File: src/rtl/pipeline_stage_rr.sv
// Register-read pipeline stage: valid/ready payload register with load-use stall,
// synchronous flush and saturating stall counter. Define PIPE_SKID_EN for a skid entry.
module pipeline_stage_rr #(
  parameter int unsigned CTRL_W   = 22,
  parameter int unsigned RNUM_W   = 3,
  parameter int unsigned IMM_W    = 16,
  parameter int unsigned LOAD_BIT = 8,
  parameter int unsigned CNT_W    = 16
) (
  input  logic              clk,
  input  logic              rst,
  input  logic              flush,
  input  logic              in_valid,
  output logic              in_ready,
  input  logic [CTRL_W-1:0] control_in,
  input  logic [RNUM_W-1:0] num_Rm_in,
  input  logic [RNUM_W-1:0] num_Rn_in,
  input  logic [RNUM_W-1:0] num_Rd_in,
  input  logic [IMM_W-1:0]  imm_in,
  output logic              out_valid,
  input  logic              out_ready,
  output logic [CTRL_W-1:0] control_out,
  output logic [RNUM_W-1:0] num_Rm_out,
  output logic [RNUM_W-1:0] num_Rn_out,
  output logic [RNUM_W-1:0] num_Rd_out,
  output logic [IMM_W-1:0]  imm_out,
  output logic              loads,
  output logic              load_use_hazard,
  output logic [CNT_W-1:0]  stall_cnt
);

  typedef struct packed {
    logic [CTRL_W-1:0] ctrl;
    logic [RNUM_W-1:0] rm;
    logic [RNUM_W-1:0] rn;
    logic [RNUM_W-1:0] rd;
    logic [IMM_W-1:0]  imm;
  } entry_t;

  entry_t            in_e;
  entry_t            out_q;
  logic              out_valid_q;
  logic              accept;
  logic              consume;
  logic              last_vld;
  logic              last_load;
  logic [RNUM_W-1:0] last_rd;

  assign in_e = {control_in, num_Rm_in, num_Rn_in, num_Rd_in, imm_in};

  assign load_use_hazard = in_valid & last_vld & last_load &
                           ((num_Rm_in == last_rd) | (num_Rn_in == last_rd));

`ifdef PIPE_SKID_EN
  entry_t skid_q;
  logic   skid_full;

  assign in_ready = rst & ~skid_full & ~load_use_hazard & ~flush;
`else
  assign in_ready = rst & (~out_valid_q | out_ready) & ~load_use_hazard & ~flush;
`endif

  assign accept  = in_valid & in_ready;
  assign consume = out_valid_q & out_ready;

`ifdef PIPE_SKID_EN
  // accept implies skid empty, so skid refill and skid drain never coincide
  always_ff @(posedge clk or negedge rst) begin
    if (!rst) begin
      out_q       <= '0;
      out_valid_q <= 1'b0;
      skid_q      <= '0;
      skid_full   <= 1'b0;
    end else if (flush) begin
      out_valid_q <= 1'b0;
      skid_full   <= 1'b0;
    end else if (consume) begin
      if (skid_full) begin
        out_q     <= skid_q;
        skid_full <= 1'b0;
      end else if (accept) begin
        out_q <= in_e;
      end else begin
        out_valid_q <= 1'b0;
      end
    end else if (accept) begin
      if (out_valid_q) begin
        skid_q    <= in_e;
        skid_full <= 1'b1;
      end else begin
        out_q       <= in_e;
        out_valid_q <= 1'b1;
      end
    end
  end
`else
  always_ff @(posedge clk or negedge rst) begin
    if (!rst) begin
      out_q       <= '0;
      out_valid_q <= 1'b0;
    end else if (flush) begin
      out_valid_q <= 1'b0;
    end else if (accept) begin
      out_q       <= in_e;
      out_valid_q <= 1'b1;
    end else if (consume) begin
      out_valid_q <= 1'b0;
    end
  end
`endif

  always_ff @(posedge clk or negedge rst) begin
    if (!rst) begin
      last_vld  <= 1'b0;
      last_load <= 1'b0;
      last_rd   <= '0;
    end else if (accept) begin
      last_vld  <= 1'b1;
      last_load <= control_in[LOAD_BIT];
      last_rd   <= num_Rd_in;
    end else begin
      last_vld  <= 1'b0;
    end
  end

  always_ff @(posedge clk or negedge rst) begin
    if (!rst) begin
      stall_cnt <= '0;
    end else if (in_valid && !in_ready && (stall_cnt != '1)) begin
      stall_cnt <= stall_cnt + CNT_W'(1);
    end
  end

  assign out_valid   = out_valid_q;
  assign control_out = out_q.ctrl;
  assign num_Rm_out  = out_q.rm;
  assign num_Rn_out  = out_q.rn;
  assign num_Rd_out  = out_q.rd;
  assign imm_out     = out_q.imm;
  assign loads       = out_q.ctrl[LOAD_BIT] & out_valid_q;

endmodule

File: config.mk
export PLATFORM = sky130hd
export DESIGN_NAME = pipeline_stage_rr
export DESIGN_NICKNAME = d
export VERILOG_FILES = /design/src/rtl/pipeline_stage_rr.sv
export SDC_FILE = /design/constraint.sdc
export NUM_CORES = 1
export LEC_CHECK = 0
export BUFFER_PORTS_ARGS = -buffer_cell sky130_fd_sc_hd__buf_2
export CELL_PAD_IN_SITES_DETAIL_PLACEMENT = 1
export CELL_PAD_IN_SITES_GLOBAL_PLACEMENT = 1
export CORE_AREA = 4 4 95 88
export CTS_CLUSTER_SIZE = 8
export DETAILED_ROUTE_END_ITERATION = 16
export DIE_AREA = 0 0 99 92
export GPL_TIMING_DRIVEN = 0
export PLACE_DENSITY = 0.9
export SLEW_MARGIN = 20
export SYNTH_ARGS = -nofsm -noshare
export SYNTH_HDL_FRONTEND = slang
export SYNTH_SLANG_ARGS = --single-unit
File: constraint.sdc
create_clock -name clk -period 4.3 [get_ports clk]
set_input_delay 0.43 -clock clk [delete_from_list [all_inputs] [get_ports clk]]
set_output_delay 0.43 -clock clk [all_outputs]
set_load 0.02 [all_outputs]
; Word-level counts from Yosys, hierarchy flattened
; Cells that the tools add are included.
[totals]
elab_cells = 37
reg_bits = 69
input_bits = 52
[op_classes]
reduce_logical = 5
eq_ne = 3
bitwise = 14
n_mux = 4
add_sub_neg = 1
[op_table]
columns = operator, n
row1 = adder 16 x 1 -> 16 bit (second input constant), 1
row2 = != test 16 bit (second input constant), 1
row3 = bitwise AND 1 bit, 9
row4 = == test 3 bit, 2
row5 = two-way mux 1 bit, 4
row6 = inverter 1 bit, 3
row7 = nonzero test 3 bit, 1
row8 = logical AND 1 bit, 2
row9 = bitwise OR 1 bit, 2
row10 = AND reduction 2 bit, 1
row11 = zero test 1 bit, 1

; Longest topological paths before layout
[logic_depth]
word_depth = 9
ltp_mapped = 8
mapped_depth_nobuf = 6

; Worst setup path before layout
; Ideal clock, no wire load.
[synth_timing]
kind = register -> register
startpoint = register stall_cnt[0]
endpoint = register stall_cnt[5]
synth_period_minus_slack_ns = 2.118
setup_ns = 0.138
arrival_ns = 1.980
setup_slack_ns = 2.182
n_path_buf = 2
path_stages_with_launch = 9
path_cell_list = dfrtp_1 -> ha_1 -> nand2_1 -> or3_1 -> clkbuf_1 -> o21ai_1 -> buf_2 -> nor4_1 -> xor2_1
[synth_via]
elab_chain_len = 2
elab_cells_between_ends = 3
[synth_lines]
columns = item, line
row1 = start: declaration, 29  ; output logic [CNT_W-1:0] stall_cnt
row2 = start signal: assignment, 130  ; stall_cnt <= stall_cnt + CNT_W'(1);
row3 = "parallel branches: the longest is 2 deep, another holds adder 16 x 1 -> 16 bit", n/a
; Several ways; the timed one is not identified.
; A chain may end at the register's enable or synchronous reset.

; Worst setup path in the final report
[layout_timing]
startpoint = input rst
endpoint = output in_ready
[layout_via]
elab_chain_len = 3
[layout_lines]
columns = item, line
row1 = start: declaration, 11  ; input logic rst,
row2 = bitwise AND 1 bit (3 in series), 60  ; assign in_ready = rst & (~out_valid_q | out_ready) & ~load_use_hazard & ~flush;
row3 = end: declaration, 14  ; output logic in_ready,
; No other way between the ends.

==> impl_results.md <==
* Outcome: completed
* Post-Synthesis Cells at 197
* RSZ-0062 raised after global routing: no
* Cell variety after synth at 29
* Setup Fix Bufs, Post-CTS at 0
* Fmax at 376.7 MHz
* Syn Nets at 250
* Chip height at 92 um
* Drt drc at 0
* Main combinational cell family by area after synthesis: multiplexers
* Final Skew at 0.008128 ns
* CP Data Required Time at 3.87 ns
* Worst Hold Class: in -> async
* Post-CTS sizing at 0
* DR vias/cell at 4.874
* Most common cell after layout, fill and taps aside: buf_2
* Simple-gate share of the synthesized area at 10.06%
* Post-route ant nets at 0
* Number of flops mapped to enable cells by yosys at 0
* Yosys reg bits at 69
* Vias in the first global route at 2,334
* Core area at 7395 um^2
* CTS tree: built
* Drt wl/cell at 16.41 um
* DPL Wire Length at 5463 um
* Full die area at 9108 um^2
* Synth area leader: dfrtp_1
* H-Tree Depth at 3
* Static Leak at 1.917 nW
* Total GRT Usage at 16.05%
* Final instance area at 3841 um^2
* Final Max Slew Viols at 0
* GP Congestion at 0.7554
* Fillers at 809
* Area delta synth->final at 34.30%
* Post-Route Setup TNS at 0 ns
* TritonCTS buffer count at 9
* Initial Util at 38.68%
* Fraction of the mapped netlist area in adder cells at 0.4374%
* CP Data Arrival Time at 2.22 ns
* Compound-cell area share of the yosys netlist at 0.3500%
* Final setup fails at 0
* Post-synth top flop: dfrtp_1
* Max-Slew Margin vs Limit at 58.44%
* Top cells by area, synth: dfrtp_1, mux2_2, xor2_1
* Placed Cells at 412
* CP Capture Type: primary output
* Clock Latency Late Sink at 0.33 ns
* WL final at 7023 um
* Proportion of netlist area held by the largest area contributor at 60.37%
* Post-route insts no fill at 428
* MaxCap Viol Count at 0
* Worst setup margin at 1.645 ns
* Die width at 99 um
* Cts hold-fix bufs at 0
* First-pass DRT Iterations at 4
* PwrDens at 526.8 nW/um^2
* Crit share post-route at 61.74%
* Post-Place Setup Slack at 1.523 ns
* CTS clock-pin slew for the worst setup and hold paths at 0.08 ns
* Worst setup SP type: input port
* Root Buffer: clkbuf_8
* Via count at 2,086
* Port Buffers at 118
* Worst-margin pin slew at 0.6200 ns
* Peak supply drop at 0.2354 mV
* Most frequent cells in the layout: buf_2, dfrtp_1, mux2_2
* Nets at 380
* First-pass GRT wire length at 11,540 um
* Clock Tree Buf Depth at 2
* Xor and xnor area share after synthesis at 5.818%
* Clock sinks at 69
* Gr ovfl total at 0
* Worst hold margin at 0.01663 ns
* Mux contribution to synthesized area at 21.26%
* Slowest cell on crit path: nor3_2
* Max incr delay on CP at 0.49 ns
* Row count at 30
* Syn_area_per_cell at 14.52 um^2
* Post-Syn Area at 2860 um^2
* Initial DRC count at 46
* Crit path cell chain: buf_4, buf_12, nand3b_1, nor3_2, buf_4, buf_2
* Synth async-reset ratio at 100.0%
* Final Hold Vio Count at 0
* Initial antenna violation count at 0
* DP Area at 3593 um^2
* Register area share after synthesis at 60.37%
* Share of cells above drive strength 1 at 61.75%
* Crit path top cell by count: buf_4
* Largest net degree at the start of global routing at 40
* Ys Warns at 0
* Io pins at 119
* Worst Path Max Fanout at 39
* Min cycle time layout at 2.655 ns
* CP Class: in -> out
* Number of diodes at 0
[registers in the layout, summed over array words and instances, names as in the netlist]
| register | cells |
|---|---|
| stall_cnt | 16 |
| last_rd | 3 |
| last_load | 1 |
| imm_out | 16 |
| num_Rn_out | 3 |
| out_valid | 1 |
| control_out | 22 |
| num_Rm_out | 3 |
| num_Rd_out | 3 |
| last_vld | 1 |
[power by group]
group,internal [W],leakage [nW],switching (W)
sequential,0.000779,0.838,0.0000868
combinational,0.000215,0.959,0.000302
clock,0.000388,0.120,0.000252
[final timing paths]
path                                      start               to  slack [ns]  depth (start not counted)
worst max-delay path                        rst         in_ready        1.65                          6
worst min-delay path                        rst    stall_cnt[13]        0.02                          1
worst max register to register     stall_cnt[0]     stall_cnt[5]        1.97                          8
worst min register to register  control_out[11]  control_out[11]        0.50                          1
max in group asynchronous                   rst       imm_out[5]        3.73                          2
min in group clk                 control_in[18]  control_out[18]        0.32                          2
[cell usage after synthesis, types with 2 or more instances]
cell type  number
buf_2           6
dfrtp_1        69
inv_1           2
mux2_2         54
nand2_1         7
nand2b_1        2
nand3_1         5
nand4_1         2
nor3_1          2
nor4_1          4
nor4_2          6
nor4b_1         3
or3_1           2
xor2_1         18
[through the flow]
stage | util (%) | power (W)
floorplan | - | 0.001183
global placement | 48.29 | 0.001376
detailed placement | 48.60 | 0.001408
CTS | 51.95 | 0.002061
global route | 51.95 | 0.002142
finish | 51.95 | 0.002024
[worst max-delay path, delay by kind of cell]
family                 cells  cell delay [ns]
buffers and inverters      4             1.13
AND/OR/NAND/NOR            2             0.63
[layout make-up]
cell class / instances / area, um^2 / share of cell area (%)
inverters: 2 / 7.507 / 0.1954
clock buffers: 9 / 123.9 / 3.225
plain buffers: 8 / 41.29 / 1.075
clock inverters: 7 / 123.9 / 3.225
repair buffers: 119 / 613.1 / 15.96
multi-input cells: 118 / 1085 / 28.24
well taps: 96 / 120.1 / 3.127
flip-flops and latches: 69 / 1727 / 44.95
[metal layers]
layer / GRT usage [%] / up-vias / share of wire, % / wire length [um]
met5: 0 / - / 0 / 0
met3: 6.616 / 6 / 8.4 / 591
met4: 4.096 / 0 / 0.77 / 54
met1: 18.04 / 1052 / 39 / 2708
li1: - / 953 / - / -
met2: 28.08 / 75 / 52 / 3669
[cells by family (layout without fill, tap and decap cells)]
logic type	Yosys count	in the layout
AND/OR/NAND/NOR	42	42
adder cells (fa/ha/maj)	1	1
buffers and inverters	10	145
multiplexers	54	54
XOR/XNOR	19	19
flip-flops	69	69
AO/OA/AOI/OAI	2	2
(Power assumes the default switching activity.)
